<file path="src/rtl/uart_pkg.sv">
// UART shared types: TX FSM states, latched line config,
// word-length codes and stop-bit duration helper.
package uart_pkg;

  typedef enum logic [2:0] {
    IDLE,
    START,
    DATA,
    PARITY,
    STOP
  } tx_state_t;

  localparam logic [1:0] WLS_5 = 2'b00;
  localparam logic [1:0] WLS_6 = 2'b01;
  localparam logic [1:0] WLS_7 = 2'b10;
  localparam logic [1:0] WLS_8 = 2'b11;

  typedef struct packed {
    logic [1:0] wls;
    logic       stb;
    logic       pen;
    logic       eps;
    logic       sticky;
  } tx_cfg_t;

  function automatic int unsigned stop_ticks(
    input logic        stb,
    input logic [1:0]  wls,
    input int unsigned os
  );
    if (!stb) return os;
    if (wls == WLS_5) return (3 * os) / 2;
    return 2 * os;
  endfunction

endpackage

</file>
<file path="src/rtl/uart_bit_timer.sv">
// Counts oversample ticks up to a loadable terminal count
// and strobes done on the tick that completes the period.
module uart_bit_timer #(
  parameter int unsigned CNT_W = 6
) (
  input  logic             clk,
  input  logic             rst,
  input  logic             clear,
  input  logic             tick,
  input  logic [CNT_W-1:0] term,
  output logic             done
);

  logic [CNT_W-1:0] cnt_q, cnt_d;

  assign done = tick & ~clear &
                (cnt_q == term - CNT_W'(1));

  always_comb begin
    cnt_d = cnt_q;
    if (clear || done) cnt_d = '0;
    else if (tick)     cnt_d = cnt_q + CNT_W'(1);
  end

  always_ff @(posedge clk) begin
    if (!rst) cnt_q <= '0;
    else      cnt_q <= cnt_d;
  end

endmodule

</file>
<file path="src/rtl/uart_tx_engine.sv">
// UART transmit serializer: pops the TX FIFO and shifts
// start, data, parity and stop bits onto the line.
module uart_tx_engine
  import uart_pkg::*;
#(
  parameter int unsigned OVERSAMPLE = 16,
  parameter int unsigned DATA_W     = 8
) (
  input  logic              clk,
  input  logic              rst,
  input  logic              baud_pulse,
  input  logic              tx_en,
  input  logic              fifo_empty,
  input  logic [DATA_W-1:0] fifo_dout,
  output logic              fifo_pop,
  input  logic [1:0]        wls,
  input  logic              stb,
  input  logic              pen,
  input  logic              eps,
  input  logic              sticky_par,
  input  logic              set_break,
  output logic              tx,
  output logic              tsre
);

  localparam int unsigned CNT_W =
    $clog2(2 * OVERSAMPLE + 1);

  tx_state_t         state_q, state_d;
  tx_cfg_t           cfg_q, cfg_d;
  logic [DATA_W-1:0] sh_q, sh_d;
  logic [2:0]        bit_cnt_q, bit_cnt_d;
  logic              par_q, par_d;
  logic              tx_q, tx_d;
  logic              tsre_q, tsre_d;

  logic             bit_done;
  logic             start_frame;
  logic             last_bit;
  logic             par_bit;
  logic [CNT_W-1:0] term;

  assign term = (state_q == STOP) ?
    CNT_W'(stop_ticks(cfg_q.stb, cfg_q.wls, OVERSAMPLE)) :
    CNT_W'(OVERSAMPLE);

  uart_bit_timer #(.CNT_W(CNT_W)) u_timer (
    .clk   (clk),
    .rst   (rst),
    .clear (state_q == IDLE),
    .tick  (baud_pulse),
    .term  (term),
    .done  (bit_done)
  );

  // A frame may start from IDLE or straight off the last stop tick
  assign start_frame = rst & baud_pulse & tx_en & ~fifo_empty &
    ((state_q == IDLE) | ((state_q == STOP) & bit_done));

  assign fifo_pop = start_frame;
  assign last_bit = bit_cnt_q == (3'd4 + {1'b0, cfg_q.wls});
  assign par_bit  = cfg_q.sticky ? ~cfg_q.eps :
                    par_q ^ ~cfg_q.eps;

  always_comb begin
    state_d   = state_q;
    cfg_d     = cfg_q;
    sh_d      = sh_q;
    bit_cnt_d = bit_cnt_q;
    par_d     = par_q;
    if (start_frame) begin
      state_d   = START;
      sh_d      = fifo_dout;
      bit_cnt_d = '0;
      par_d     = 1'b0;
      cfg_d     = '{wls: wls, stb: stb, pen: pen,
                    eps: eps, sticky: sticky_par};
    end else if (bit_done) begin
      unique case (state_q)
        IDLE:   state_d = IDLE;
        START:  state_d = DATA;
        DATA: begin
          sh_d      = sh_q >> 1;
          par_d     = par_q ^ sh_q[0];
          bit_cnt_d = bit_cnt_q + 3'd1;
          if (last_bit)
            state_d = cfg_q.pen ? PARITY : STOP;
        end
        PARITY: state_d = STOP;
        STOP:   state_d = IDLE;
        default: state_d = IDLE;
      endcase
    end
  end

  always_comb begin
    tx_d = 1'b1;
    if (set_break) tx_d = 1'b0;
    else begin
      unique case (state_q)
        START:   tx_d = 1'b0;
        DATA:    tx_d = sh_q[0];
        PARITY:  tx_d = par_bit;
        default: tx_d = 1'b1;
      endcase
    end
    tsre_d = (state_q == IDLE) & ~start_frame;
  end

  always_ff @(posedge clk) begin
    if (!rst) begin
      state_q   <= IDLE;
      cfg_q     <= '0;
      sh_q      <= '0;
      bit_cnt_q <= '0;
      par_q     <= 1'b0;
      tx_q      <= 1'b1;
      tsre_q    <= 1'b1;
    end else begin
      state_q   <= state_d;
      cfg_q     <= cfg_d;
      sh_q      <= sh_d;
      bit_cnt_q <= bit_cnt_d;
      par_q     <= par_d;
      tx_q      <= tx_d;
      tsre_q    <= tsre_d;
    end
  end

  assign tx   = tx_q;
  assign tsre = tsre_q;

endmodule

</file>
<file path="config.mk">
export PLATFORM = sky130hd
export DESIGN_NAME = uart_tx_engine
export DESIGN_NICKNAME = d
export VERILOG_FILES = /design/src/rtl/uart_pkg.sv /design/src/rtl/uart_bit_timer.sv /design/src/rtl/uart_tx_engine.sv
export SDC_FILE = /design/constraint.sdc
export NUM_CORES = 1
export LEC_CHECK = 0
export ABC_AREA = 1
export BUFFER_PORTS_ARGS = -buffer_cell sky130_fd_sc_hd__buf_2
export CORE_UTILIZATION = 59
export DETAILED_ROUTE_END_ITERATION = 8
export PLACE_DENSITY = 0.8
export RECOVER_POWER = 100
export SYNTH_ARGS = -nofsm -noshare
export SYNTH_HDL_FRONTEND = slang
export SYNTH_SLANG_ARGS = --single-unit
</file>
<file path="constraint.sdc">
create_clock -name clk -period 3.25 [get_ports clk]
set_input_delay 0.65 -clock clk [delete_from_list [all_inputs] [get_ports clk]]
set_output_delay 0.65 -clock clk [all_outputs]
set_load 0.03 [all_outputs]
</file>
# After elaboration in Yosys (flattened, before gate mapping)
# Index checks and enable logic that the tools add are counted.
[totals]
wordCells = 70
ff_bits = 29
out_inout_bits = 3
[classes]
add_sub_neg = 4
eq_ne = 8
n_reduce_logical = 11
muxes = 18
bitwise_logic = 16
[op_table]
columns = ["operator", "count"]
rows = [
  ["$mux 8", 3],
  ["$mux 6", 3],
  ["$mux 5", 2],
  ["$pmux 3 s3", 1],
  ["$and 1x1->1", 8],
  ["$reduce_and 2->1", 4],
  ["$add 6x1->6 const B", 1],
  ["$eq 3x2->1 const B", 2],
  ["$eq 6x6->1", 1],
  ["$mux 1", 6],
  ["$mux 3", 2],
  ["$sub 6x1->6 const B", 1],
  ["$not 1->1", 5],
  ["$reduce_bool 2->1", 2],
  ["$reduce_or 2->1", 2],
  ["$add 3x1->3 const B", 1],
  ["$add 3x2->3 const A", 1],
  ["$eq 3x1->1 const B", 1],
  ["$eq 3x3->1", 1],
  ["$eq 3x3->1 const B", 1],
  ["$logic_not 3->1", 1],
  ["$ne 3x3->1 const B", 1],
  ["$pmux 1 s3", 1],
  ["$logic_not 2->1", 1],
  ["4 further kinds", 5],
]

# Longest topological paths before layout
[depth]
depth_word = 14
mapped_depth = 13
ltp_nobuf = 12

# By module
# From an unflattened synthesis, not the netlist that was laid out.
[unflattened]
hier_cells = 244
area_unflattened_um2 = 1647.8
[modules_own_cells]
columns = ["module", "area_per_inst_um2", "cells_per_inst", "instances"]
rows = [
  ["uart_tx_engine", 1154.9, 162, 1],
  ["uart_bit_timer", 493.0, 82, 1],
]

# Worst setup path after synthesis
# OpenSTA, ideal clock, no wires.
[synth_path]
kind = "input -> output"
from = "input port baud_pulse"
to = "output port fifo_pop"
path_stages = 8
n_path_buf = 0
t_arrival_ns = 1.545
path_slack_ns = 1.055
t_required_ns = 2.600
path_cell_list = "nand3_1 -> nor2_2 -> nand2_2 -> nor2_8 -> nand2_4 -> nand2_4 -> nand2_4 -> inv_2"
[synth_between]
elab_chain_len = 5
[synth_lines]
columns = ["element", "line", "rtl"]
rows = [
  ["start: declaration", "uart_tx_engine.sv:11", "input logic baud_pulse,"],
  ["$and 1x1->1 (2 in a row)", "uart_bit_timer.sv:16", "assign done = tick & ~clear &"],
  ["$and 1x1->1", "uart_tx_engine.sv:58", "((state_q == IDLE) | ((state_q == STOP) & bit_done));"],
  ["$or 1x1->1", "uart_tx_engine.sv:58", ""],
  ["$and 1x1->1 *", "uart_tx_engine.sv:57", "assign start_frame = rst & baud_pulse & tx_en & ~fifo_empty &"],
  ["end: declaration", "uart_tx_engine.sv:15", "output logic fifo_pop,"],
]
# Every way passes the cells marked *; elsewhere a longest branch is shown, timed or not.

# Final worst setup path
[layout_path]
from = "register state_q[0]"
to = "output port fifo_pop"
[layout_between]
elab_chain_len = 8
[layout_lines]
columns = ["element", "line", "rtl"]
rows = [
  ["start: declaration", "uart_tx_engine.sv:29", "tx_state_t state_q, state_d;"],
  ["start signal: assignment", "uart_tx_engine.sv:120", "state_q <= state_d;"],
  ["$eq 3x3->1", "uart_tx_engine.sv:43, uart_tx_engine.sv:58", ""],
  ["$mux 6", "uart_tx_engine.sv:43", "assign term = (state_q == STOP) ?"],
  ["$sub 6x1->6", "uart_bit_timer.sv:17", "(cnt_q == term - CNT_W'(1));"],
  ["$eq 6x6->1", "uart_bit_timer.sv:17", ""],
  ["$and 1x1->1", "uart_bit_timer.sv:16", ""],
  ["$and 1x1->1", "uart_tx_engine.sv:58", ""],
  ["$or 1x1->1 *", "uart_tx_engine.sv:58", ""],
  ["$and 1x1->1 *", "uart_tx_engine.sv:57", ""],
]
# Marks and branches as above.

==> flow_summary.ini <==
[power]
cellLeakagePower_nw = 0.7079
max-vdd-ir-drop_uv = 315.4
power_density_mw_per_mm2 = 380.1

[yosys]
asyncSetResetFlopFracSynth = 0
synthTopCellsByCount = nand2_1 (35), dfxtp_1 (29), nor2_1 (26)
synth_area_leaders = dfxtp_1 (39%), nand2_1 (8.9%), nand3_1 (7.4%), nor2_1 (6.6%), inv_1 (5.1%)
synth_xor_area_frac = 0.04142
share_of_cell_area_taken_by_muxes_after_synthesis = 0.006762
count_of_different_cell_masters_after_synthesis = 28
yosysTopAreaCellShare = 0.3922
yosysMostFrequentCell = nand2_1
syn-instance-count = 200
number_of_synthesized_flops_with_an_enable_pin = 0
synth.avg_cell_area_um2 = 7.401
postSynthNetCount = 222
synthesis.area_mm2 = 0.001480
largest_family_of_logic_cells_by_synthesized_area = simple AND/OR/NAND/NOR gates
synth.ff_latch_count = 29
synthFlopType = dfxtp_1
synthAdderAreaFrac = 0.01691
post_synth_and_or_nand_nor_area_fraction = 0.3702
compound_gate_portion_of_the_synthesized_area = 0.09298
synth_area_leader_cell = dfxtp_1
yosysSeqAreaShare = 0.3922
yosysWarnings = 0

[worst_setup_path]
reg2regPathDepth = 8
arrival_ps = 2300
timing.critical_path.to_type = primary output
critical_r2r_capture = bit_cnt_q[0]$_SDFFE_PP0P_
critical_path.max_fanout = 24
r2r_start = state_q[0]$_SDFFE_PN0P_
critical_path.startpoint = state_q[0]$_SDFFE_PN0P_
worst_ep_required_time_ps = 2600
worst-setup-path-type = register to primary output
worstSetupStartpointType = register
register_to_register_path_setup_slack_ps = 1050

[sta]
final-max-slew-violation-count = 0
rsz_0062_raised_after_global_routing = false
fin_skew_ps = 4.811
final.period_utilization = 0.9088
final.setup.worst_slack_ps = 296.5
final-setup-viol-count = 0
max_clock_freq_mhz = 338.6
min_period_ps = 2954
fin_setup_tns_ps = 0
tightestPinTransition_ps = 511.9
max-slew-margin-rel = 0.6578
finalHoldViolations = 0

[clock_network]
cts_buffers = 5
cts_hold_repair.buffers = 0
cts.root.buffer_cell = clkbuf_4
post_cts_buffers = 0
cts_htree_levels = 2
ctsLongestPathBuffers = 2
path_clk_slew_ps = 90
clk-insertion-delay-late_ps = 320
clock_tree_from_tritoncts = done
clkSinkCount = 29
post_cts_resize_count = 0

[hold_path]
min_delay_path_depth = 2
worstHoldEndpoint = cfg_q[0]$_SDFFE_PN0N_
worst_hold_startpoint = cfg_q[0]$_SDFFE_PN0N_
min_path_type = register to register

[status]
result_of_the_run = finished, final reports clean

[die]
die_w_um = 52.09
placementRows = 17
floorplan.core_area_mm2 = 0.002297
design.die.area_mm2 = 0.002713
floorplan.io_pins = 23
floorplan.initialDensity = 0.6443
die_h_um = 52.09

[place]
hpwlAfterDp_mm = 2.324
port-buffer-count = 22
post-place-ws_ps = 471.2
final_weighted_congestion_in_routability_driven_placement = 0.9368

[grt]
grtUsageTotal = 0.2540
grt_max_degree = 25
global_route_wire_length_before_repair_mm = 4.995
via_count_of_the_first_global_routing_pass = 1241
global_route_overflow = 0
antenna_found_initial = 0

[finish]
syn_to_final_growth_pct = 10.48
antenna_cells_inserted = 0
fraction_of_final_layout_cells_with_drive_strength_greater_than_1 = 0.1858
num-nets-final = 247

[route]
via_per_inst = 5.366
routed-via-count = 1363
routed_wire_length_per_instance_um = 12.23
ant_nets = 0
drt_iter0_drc = 39
routed_wirelength_mm = 3.106
drcViolationCount = 0
firstDrtPassIters = 5

[job]
max_cap_viols = 0
-- where the power goes --
part	switching (W)	internal (W)	total (W)
registers	0.00000489	0.000363	0.000368
clock network	0.000123	0.0000822	0.000205
logic	0.0000290	0.0000196	0.0000485
total	0.000157	0.000465	0.000622
-- registers in the layout, indices dropped and copies added (netlist names) --
| signal | cells |
|---|---|
| sh_q | 8 |
| cfg_q | 6 |
| u_timer.cnt_q | 6 |
| bit_cnt_q | 3 |
| state_q | 3 |
| par_q | 1 |
| tsre | 1 |
| tx | 1 |
-- routing by layer --
metal / wire (µm) / global-route usage / vias up
met2: 1544 / 0.4295 / 35
met4: 31 / 0.1036 / 0
met3: 119 / 0.08187 / 4
li1: - / - / 704
met5: 0 / 0 / -
met1: 1411 / 0.2914 / 620
-- worst max-delay path: stages, from the launching register on --
cell	delay (ps)
dfxtp_1	380
nor2_1	370
nand2_1	100
nand2_1	80
nand2_2	80
nor2_8	160
nand2_4	90
nand2_4	120
nand2_4	180
inv_2	200
clkbuf_2	230
-- worst max path at each step --
stage / to / cells past startpoint
after global routing: fifo_pop / 10
after detailed placement: fifo_pop / 10
after CTS: fifo_pop / 10
final: fifo_pop / 10
after floorplan: fifo_pop / 8
after global placement: fifo_pop / 10
-- layout by cell type (no fill, tap or decap) --
cell type  count
xor2_1         4
nor2_2         1
a21oi_1       12
mux2i_1        1
a31o_2         2
inv_1         20
inv_2          2
dfxtp_1       29
nor3b_1        3
xnor2_1        3
nor3_4         1
buf_2         19
clkinv_1       1
clkinv_2       2
clkbuf_4       5
ha_1           2
a21boi_0       2
nand4_1       10
nand2_2        4
nor2_1        27
or2_2          1
o21ai_0        9
nor3_1         1
nand2_4        3
clkbuf_1       3
nand2_1       35
clkbuf_2       1
nor2_8         1
nand3_1       22
-- metrics by stage --
stage / util / area, µm² / power, W / hold slack (ps) / instances
after detailed placement: 0.6939 / 1594 / 0.0004253 / 471.8 / 246
after CTS: 0.7162 / 1645 / 0.0006279 / 490.0 / 254
after global routing: 0.7119 / 1635 / 0.0006517 / 510.9 / 254
after floorplan: - / 1480 / 0.0004056 / 454.9 / 200
after global placement: 0.6939 / 1594 / 0.0004242 / 472.4 / 246
final: 0.7119 / 1635 / 0.0006216 / 485.3 / 254
-- cell type report --
class | instances | area, µm²
fill | 205 | 661.9
multi-input combinational | 144 | 774.5
inverter | 23 | 86.33
clock buffer | 6 | 41.29
sequential | 29 | 580.6
timing repair buffer | 22 | 107.6
tap | 28 | 35.03
clock inverter | 2 | 10.01
-- kinds of logic after synthesis --
logic type	count (synthesis)
simple gates	109
flops	29
buf+inv	27
compound gates	25
xor+xnor	7
fa+ha+maj	2
mux	1
Power figures use the tool's default switching activity.
